## config.mk

```make
export PLATFORM = sky130hd
export DESIGN_NAME = rs_erasure_collector
export DESIGN_NICKNAME = d
export VERILOG_FILES = /design/src/rtl/rs_erasure_collector.sv
export SDC_FILE = /design/constraint.sdc
export NUM_CORES = 2
export LEC_CHECK = 0
export ABC_AREA = 1
export BUFFER_PORTS_ARGS = -buffer_cell sky130_fd_sc_hd__buf_2
export CORE_MARGIN = 2
export CORE_UTILIZATION = 55
export DETAILED_ROUTE_END_ITERATION = 10
export PLACE_DENSITY = 0.75
export SYNTH_ARGS = -nofsm -noshare
export SYNTH_HDL_FRONTEND = slang
export SYNTH_SLANG_ARGS = --single-unit
```

## constraint.sdc

```tcl
create_clock -name clk -period 6.2 [get_ports clk]
set_input_delay 0 -clock clk [delete_from_list [all_inputs] [get_ports clk]]
set_output_delay 0 -clock clk [all_outputs]
set_load 0.05 [all_outputs]
```

## src/rtl/rs_erasure_collector.sv

```systemverilog
`default_nettype none
// ============================================================================
// Module  : rs_erasure_collector
// Desc    : Assembles one RS codeword plus erasure flags, then streams it to the
//           decoder. Define ERASURE_POS_LIST_EN to build the erasure position list.
// Rev     : 1.0  initial release
// ============================================================================
module rs_erasure_collector #(
  parameter int N_SYM    = 255,
  parameter int MAX_ERAS = 16,
  parameter int POS_W    = 8
) (
  input  logic             clk,
  input  logic             reset,
  input  logic             new_channel_char,
  input  logic [7:0]       recieved_codeword,
  input  logic             erasure_flag_0,
  input  logic             erasure_flag_1,
  input  logic             erasure_flag_2,
  input  logic [1:0]       thr_sel,
  output logic             send_data,
  output logic             out_valid,
  input  logic             out_ready,
  output logic [7:0]       out_sym,
  output logic             out_erased,
  output logic             out_last,
  output logic [4:0]       era_count,
  output logic             era_overflow,
  output logic             sym_dropped,
  input  logic [3:0]       era_rd_idx,
  output logic [POS_W-1:0] era_rd_pos
);

  localparam logic [0:0]       S_COLLECT = 1'b0;
  localparam logic [0:0]       S_STREAM  = 1'b1;
  localparam logic [POS_W-1:0] LAST_IDX  = POS_W'(N_SYM - 1);
  localparam logic [4:0]       ERA_MAX   = 5'(MAX_ERAS);

  logic [0:0]       state_q, state_d;
  logic             nc_q, nc_d;
  logic [POS_W-1:0] wr_ptr_q, wr_ptr_d, rd_ptr_q, rd_ptr_d, rd_nxt;
  logic [1:0]       thr_q, thr_d, thr_eff;
  logic [4:0]       era_count_q, era_count_d;
  logic             era_ovf_q, era_ovf_d, drop_q, drop_d;
  logic             send_q, send_d, valid_q, valid_d;
  logic [7:0]       sym_q, sym_d;
  logic             erased_q, erased_d, last_q, last_d;
  logic             sym_strobe, sel_flag, mem_we, pos_we;

  logic [7:0] mem_q     [N_SYM];
  logic       era_bit_q [N_SYM];

  assign sym_strobe = new_channel_char & ~nc_q;
  assign nc_d       = new_channel_char;
  assign rd_nxt     = (rd_ptr_q == LAST_IDX) ? '0 : rd_ptr_q + POS_W'(1);

  // The threshold for symbol 0 comes straight from the port; later symbols use the latched copy.
  always_comb begin
    thr_eff = (wr_ptr_q == '0) ? thr_sel : thr_q;
    case (thr_eff)
      2'd0:    sel_flag = erasure_flag_0;
      2'd1:    sel_flag = erasure_flag_1;
      2'd2:    sel_flag = erasure_flag_2;
      default: sel_flag = 1'b0;
    endcase
  end

  always_comb begin
    state_d     = state_q;
    wr_ptr_d    = wr_ptr_q;
    rd_ptr_d    = rd_ptr_q;
    thr_d       = thr_q;
    era_count_d = era_count_q;
    era_ovf_d   = era_ovf_q;
    drop_d      = drop_q;
    send_d      = send_q;
    valid_d     = valid_q;
    sym_d       = sym_q;
    erased_d    = erased_q;
    last_d      = last_q;
    mem_we      = 1'b0;
    pos_we      = 1'b0;
    case (state_q)
      S_COLLECT: begin
        if (sym_strobe) begin
          mem_we = 1'b1;
          if (wr_ptr_q == '0) thr_d = thr_sel;
          if (sel_flag) begin
            if (era_count_q < ERA_MAX) begin
              pos_we      = 1'b1;
              era_count_d = era_count_q + 5'd1;
            end else begin
              era_ovf_d = 1'b1;
            end
          end
          if (wr_ptr_q == LAST_IDX) begin
            // Prefetch symbol 0 so the stream starts without a bubble.
            wr_ptr_d = '0;
            state_d  = S_STREAM;
            send_d   = 1'b1;
            valid_d  = 1'b1;
            rd_ptr_d = '0;
            sym_d    = mem_q[0];
            erased_d = era_bit_q[0] & ~era_ovf_d;
            last_d   = 1'b0;
          end else begin
            wr_ptr_d = wr_ptr_q + POS_W'(1);
          end
        end
      end
      default: begin
        if (sym_strobe) drop_d = 1'b1;
        if (valid_q && out_ready) begin
          if (last_q) begin
            state_d     = S_COLLECT;
            wr_ptr_d    = '0;
            rd_ptr_d    = '0;
            era_count_d = '0;
            era_ovf_d   = 1'b0;
            drop_d      = 1'b0;
            send_d      = 1'b0;
            valid_d     = 1'b0;
            sym_d       = '0;
            erased_d    = 1'b0;
            last_d      = 1'b0;
          end else begin
            rd_ptr_d = rd_nxt;
            sym_d    = mem_q[rd_nxt];
            erased_d = era_bit_q[rd_nxt] & ~era_ovf_q;
            last_d   = (rd_nxt == LAST_IDX);
          end
        end
      end
    endcase
  end

  always_ff @(posedge clk) begin
    if (reset) begin
      state_q     <= S_COLLECT;
      nc_q        <= 1'b0;
      wr_ptr_q    <= '0;
      rd_ptr_q    <= '0;
      thr_q       <= '0;
      era_count_q <= '0;
      era_ovf_q   <= 1'b0;
      drop_q      <= 1'b0;
      send_q      <= 1'b0;
      valid_q     <= 1'b0;
      sym_q       <= '0;
      erased_q    <= 1'b0;
      last_q      <= 1'b0;
    end else begin
      state_q     <= state_d;
      nc_q        <= nc_d;
      wr_ptr_q    <= wr_ptr_d;
      rd_ptr_q    <= rd_ptr_d;
      thr_q       <= thr_d;
      era_count_q <= era_count_d;
      era_ovf_q   <= era_ovf_d;
      drop_q      <= drop_d;
      send_q      <= send_d;
      valid_q     <= valid_d;
      sym_q       <= sym_d;
      erased_q    <= erased_d;
      last_q      <= last_d;
    end
  end

  // Frame storage needs no reset: every entry is rewritten before it is read.
  always_ff @(posedge clk) begin
    if (mem_we) begin
      mem_q[wr_ptr_q]     <= recieved_codeword;
      era_bit_q[wr_ptr_q] <= sel_flag;
    end
  end

`ifdef ERASURE_POS_LIST_EN
  localparam int EIDX_W = $clog2(MAX_ERAS);
  logic [POS_W-1:0] pos_q [MAX_ERAS];
  logic [POS_W-1:0] era_rd_pos_q, era_rd_pos_d;

  always_ff @(posedge clk) begin
    if (pos_we) pos_q[era_count_q[EIDX_W-1:0]] <= wr_ptr_q;
  end

  assign era_rd_pos_d = ({1'b0, era_rd_idx} < era_count_q) ? pos_q[era_rd_idx] : '0;

  always_ff @(posedge clk) begin
    if (reset) era_rd_pos_q <= '0;
    else       era_rd_pos_q <= era_rd_pos_d;
  end

  assign era_rd_pos = era_rd_pos_q;
`else
  logic unused_pos_sigs;
  assign unused_pos_sigs = ^{era_rd_idx, pos_we};
  assign era_rd_pos      = '0;
`endif

  assign send_data    = send_q;
  assign out_valid    = valid_q;
  assign out_sym      = sym_q;
  assign out_erased   = erased_q;
  assign out_last     = last_q;
  assign era_count    = era_count_q;
  assign era_overflow = era_ovf_q;
  assign sym_dropped  = drop_q;

endmodule
`default_nettype wire

```

# ---- Word level (Yosys, flattened, before mapping)
# Memory sizes are Yosys's and may differ from the RTL's.
# Cells that the tools add are included.
dict set report word_totals {
  regBits 38
  ramBits 2295
  input_bits 21
  output_inout_bits 27
  wordCells 101
  memories 2
}
# name depth width rd rd_clocked_by_memory_dff write_ports line_no
set memory_table {}
lappend memory_table {mem_q 255 8 2 0 1 50} ;# logic [7:0] mem_q [N_SYM];
lappend memory_table {era_bit_q 255 1 2 0 1 51} ;# logic era_bit_q [N_SYM];
dict set report classes {
  add_sub_neg 3
  n_lt_le_gt_ge 1
  n_eq_ne 7
  muxes 57
  n_bitwise 7
  n_reduce_logical 12
}
# operator count
set op_table {}
lappend op_table {{two-way mux 8 bit} 16}
lappend op_table {{two-way mux 1 bit} 33}
lappend op_table {{two-way mux 5 bit} 6}
lappend op_table {{equality test 8 bit (second input constant)} 3}
lappend op_table {{adder 8 x 1 -> 8 bit (second input constant)} 2}
lappend op_table {{zero test 8 bit} 1}
lappend op_table {{nonzero test 2 bit} 4}
lappend op_table {{AND reduction 3 bit} 2}
lappend op_table {{adder 5 x 1 -> 5 bit (second input constant)} 1}
lappend op_table {{< comparator 5 bit (second input constant)} 1}
lappend op_table {{AND reduction 5 bit} 1}
lappend op_table {{!= test 2 x 1 -> 1 bit (second input constant)} 2}
lappend op_table {{inverter 1 bit} 4}
lappend op_table {{AND reduction 4 bit} 1}
lappend op_table {{AND 1 bit} 3}
lappend op_table {{case mux 1 bit (3 select lines)} 1}
lappend op_table {{equality test 2 x 1 -> 1 bit (second input constant)} 1}
lappend op_table {{equality test 2 bit (second input constant)} 1}
lappend op_table {{zero test 2 bit} 1}
lappend op_table {{two-way mux 2 bit} 1}
lappend op_table {{AND reduction 2 bit} 1}
lappend op_table {{logical AND 1 bit} 1}

# ---- Depth between registers and ports, before layout
dict set report depth {
  ltp_word 12
  mapped_depth 25
}

# ---- Worst setup path after synthesis
# Ideal clock, no wire load.
dict set report synth_timing {
  path_kind {register -> register}
  start {reg wr_ptr_q[0]}
  end {mem era_bit_q[0] (data pin)}
  setup_ns 0.775
  t_arrival_ns 4.128
  required_time_ns 5.425
  setup_slack_ns 1.297
  path_stages_with_launch 10
  synth_period_minus_slack_ns 4.903
  cell_sequence {dfxtp_1 inv_1 ha_1 nand2_1 nor2_1 o21ai_0 o21ai_0 nand2_1 nand2_1 inv_1}
}
dict set report synth_via {
  elab_chain_len 4
  word_cells_on_any_way 6
  cone_classes {eq/ne (2); mux (2); reduce/logical (2)}
}
# item line_no
set synth_rtl {}
lappend synth_rtl {{start, declared} 41} ;# logic [POS_W-1:0] wr_ptr_q, wr_ptr_d, rd_ptr_q, rd_ptr_d, rd_nxt;
lappend synth_rtl {{start signal, assigned} 155} ;# wr_ptr_q <= wr_ptr_d;
lappend synth_rtl {{zero test 8 bit *} 59} ;# thr_eff = (wr_ptr_q == '0) ? thr_sel : thr_q;
lappend synth_rtl {{two-way mux 2 bit *} -}
lappend synth_rtl {{equality test 2 bit, or another cell as far along} 60} ;# case (thr_eff)
lappend synth_rtl {{case mux 1 bit (3 select lines) *} 60}
lappend synth_rtl {{net sel_flag} 48} ;# logic sym_strobe, sel_flag, mem_we, pos_we;
lappend synth_rtl {{end, declared} 51}
# Mark *: on every way through the listed nets, which the timed path passes. The rest lies on a longest branch.

# ---- Worst setup path in the final report
dict set report layout_timing {
  start {reg rd_ptr_q[0]}
  end {reg sym_q[4], in the netlist out_sym[4]}
}
dict set report layout_via {
  elab_chain_len 6
  word_cells_on_any_way 7
  cone_classes {add/sub (1); eq/ne (1); mux (4); memory (1)}
}
# item line_no
set layout_rtl {}
lappend layout_rtl {{start, declared} 41}
lappend layout_rtl {{start signal, assigned} 156} ;# rd_ptr_q <= rd_ptr_d;
lappend layout_rtl {{adder 8 x 1 -> 8 bit or equality test 8 bit (tied branches)} 55} ;# assign rd_nxt = (rd_ptr_q == LAST_IDX) ? '0 : rd_ptr_q + POS_W'(1);
lappend layout_rtl {{two-way mux 8 bit *} 55}
lappend layout_rtl {{memory read (255 x 8 bit) *} -}
lappend layout_rtl {{two-way mux 8 bit *} 114} ;# if (last_q) begin
lappend layout_rtl {{two-way mux 8 bit *} 113} ;# if (valid_q && out_ready) begin
lappend layout_rtl {{two-way mux 8 bit *} 83} ;# case (state_q)
lappend layout_rtl {{end signal, assigned} 163} ;# sym_q <= sym_d;
lappend layout_rtl {{end, declared} 46} ;# logic [7:0] sym_q, sym_d;
# Mark *: on every way between the ends. The rest lies on a longest branch, timed or not. The select of a mux whose other input is x is not followed.
# A chain may end at the register's enable or synchronous reset.

==> reports/results.tsv <==
stage	metric	value	unit
timing	setup TNS	0	ns
setup_path	critical path fanouts, max	137	
die	Die Span Y	424	um
timing	Final min period	5.35	ns
run_status	status	finished, final reports clean	
clock_tree	Longest Clk Path Bufs	3	
timing	# setup viols final	0	
synth	register area share after synthesis	71.6	%
synth	FFs w/ async S/R, synth	0	%
timing	Max Slew Vio Count	0	
pwr	Leakage	36.0	nW
die	Top Ports	48	
setup_path	CP Cell Sequence	inv_8 -> ha_1 -> nand2_1 -> nor2_2 -> nand2_8 -> nand2_8 -> clkinv_8 -> buf_12 -> nand2_1 -> nand3_1 -> nand3_1 -> nand3_1 -> nand3_1 -> nand3_1 -> nand3_1 -> nand3_1 -> nand3_1 -> a21oi_1	
die	CORE AREA	176000	um2
timing	Least-Margin Pin Slew	1.23	ns
place	PortBufs	35	
setup_path	crit path buf inv count	3	
synth	synth top area cells	edfxtp_1 71%, nand3_1 14%, nand2_1 7.0%	
flow_run	max_cap viols	0	
drt	DR DRC count	0	
global_route	GR Overflow Total	0	
setup_path	Crit. End Element	flip-flop	
timing	setup ws final	0.854	ns
die	die area	180000	um2
drt	drt total wl	261	mm
synth	ys flop type	edfxtp_1	
finish	nets@finish	8055	
place	Post-Place Worst Slack	0.938	ns
finish	share of layout cells above drive strength 1	6.00	%
timing	Fin Clk Skew	0.0472	ns
setup_path	CP arrival	6.10	ns
setup_path	CP peak stage delay	0.80	ns
timing	fin crit share	86.2	%
finish	final core occ	60.0	%
drt	Iteration-0 DRC Markers	9575	
drt	WL per Instance	24.7	um
timing	Hold Fails Final Rpt	0	
synth	post-synthesis average cell area	11.7	um2
place	dpl cell area	98100	um2
synth	EDFF count, synth	2295	
clock_tree	CTS tree	done	
synth	most common cell in the netlist	nand3_1	
timing	Max Clock Freq	187	MHz
timing	slew margin rel.	17.8	%
global_route	initial antenna violation count	6	
hold_path	worst hold path class	in2reg	
synth	Synth area leader	edfxtp_1	
die	Die X	424	um
global_route	first-pass GRT wire length	389	mm
finish	design area	105000	um2
timing	worst hold slack	0.102	ns
clock_tree	cts bufs inserted	220	
synth	Cell Area, Synth	97200	um2
setup_path	Setup CP Type	reg2reg	
setup_path	CP required	6.95	ns
synth	Syn. warnings	0	
pwr	Pwr Density	296	nW/um2
place	DP HPWL	138	mm
setup_path	Worst path most repeated cell	nand3_1	
clock_tree	Clk pin slew, worst setup/hold paths	0.06	ns
setup_path	Critical-path top delay cell	nand2_8	
timing	RSZ-0062 raised after global routing	false	
setup_path	critical path launch point type	flip-flop	
drt	vias per std cell	6.24	
global_route	pin count of the biggest net entering global routing	205	
clock_tree	CTS Sinks	2333	
synth	Yosys cell types	41	
synth	number of synthesized register bits	2333	
finish	P&R area growth vs syn	8.47	%
die	Initial Util	55.3	%
drt	drt pass-1 iters	6	
global_route	GRT Total Usage	28.6	%
clock_tree	maximum level of the CTS H-tree	4	
die	Std-Cell Rows	154	
synth	Synth top area share	70.9	%
setup_path	Worst path top cell family by delay	simple AND/OR/NAND/NOR gates	
synth	Post-synth top cells	2798 x nand3_1, 2295 x edfxtp_1, 1802 x nand2_1, 336 x nor2_1, 249 x buf_2	
clock_tree	clk_lat worst skew	0.88	ns
drt	total number of vias	66000	
global_route	number of global-route vias before repair	62100	
pwr	Peak supply drop	0.000267	V
clock_tree	# Post-CTS Setup Buffers	0	
synth	Post-Syn Instances	8285	
clock_tree	Root Driver	clkbuf_16	
place	routability cong.	0.927	
drt	Final ANT Viol Nets	0	
cells by family after synthesis:
group | Yosys count | synth area share (%)
AOI/OAI and AO/OA | 127 | 0.759
adders and majority gates | 7 | 0.0901
DFF | 2333 | 71.6
buffers and inverters | 816 | 4.38
and+or+nand+nor | 5001 | 23.1
other | 1 | 0.00386
worst min-delay path: cells and delay by family:
kind                   cells  cell delay [ns]
buffers and inverters      2             0.35
and+or+nand+nor            2             0.33
layout make-up:
class | instances | area (um2)
multi-input cells | 5143 | 23500
repair buffers | 139 | 1500
well taps | 2340 | 2930
clock inverters | 147 | 1400
diodes | 7 | 17.5
clock buffers | 262 | 5730
inverters | 190 | 761
fillers | 13200 | 70400
flip-flops and latches | 2333 | 69700
layout by cell type (no fill, tap or decap), types with 4 or more instances in the layout:
cell / count
inv_8: 4
edfxtp_1: 2295
bufinv_16: 19
clkinv_1: 45
o211ai_1: 19
nand3_1: 2788
clkinvlp_4: 14
nand3_2: 10
buf_4: 53
a22oi_1: 4
diode_2: 7
nor2_1: 335
nand3b_1: 29
clkbuf_16: 223
o21ai_0: 31
buf_2: 27
nand2_8: 4
dlygate4sd3_1: 18
inv_2: 4
a21boi_0: 7
inv_1: 180
clkbuf_1: 39
dfxtp_1: 38
clkinv_2: 54
conb_1: 8
ha_1: 7
nand2_1: 1796
or2_2: 6
o21ai_1: 10
nor3_1: 13
a21oi_1: 45
clkinv_16: 6
buf_8: 8
inv_6: 4
nand2_2: 7
buf_12: 32
where the power goes:
group          leakage (nW)  total [mW]  internal (mW)  switching [mW]
sequential             20.9        17.4           17.4         0.00805
clock                  3.47        13.3           7.40            5.89
combinational          11.6       0.526         0.0541           0.471
total                  36.0        31.2           24.9            6.37
through the flow:
step | total power [mW] | instances
floorplan | 17.9 | 8292
global placement | 18.2 | 10100
detailed placement | 18.3 | 10100
CTS | 31.3 | 10600
global route | 31.9 | 10600
finish | 31.2 | 10600
repair_timing:
item / 4_1_cts / 5_1_grt
endpoints found under the hold margin: 809 / 0
resized for setup: 0 / 0
hold buffers: 18 / 0
flip-flops by register name (all words and copies together) (netlist names), 2 cells and up:
name	flops
mem_q	2040
wr_ptr_q	8
era_bit_q	255
era_count	5
thr_q	2
out_sym	8
rd_ptr_q	8
worst paths after layout:
| check | cells past startpoint | to | from | slack [ns] |
|---|---|---|---|---|
| hold / removal | 4 | era_bit_q[252]$_DFFE_PP_ | erasure_flag_0 | 0.10 |
| hold reg to reg | 2 | sym_dropped$_SDFFE_PP0P_ | sym_dropped$_SDFFE_PP0P_ | 0.47 |
| setup / recovery | 18 | out_sym[4]$_SDFFE_PP0P_ | rd_ptr_q[0]$_SDFFE_PP0P_ | 0.85 |
| setup reg to reg | 18 | out_sym[4]$_SDFFE_PP0P_ | rd_ptr_q[0]$_SDFFE_PP0P_ | 0.85 |
routing by layer:
metal	GRT usage, %	share of wire (%)
met4	12.9	4.6
met2	43.6	46
met3	6.04	12
met1	39.7	37
met5	0	0.018
(Power assumes the default switching activity.)
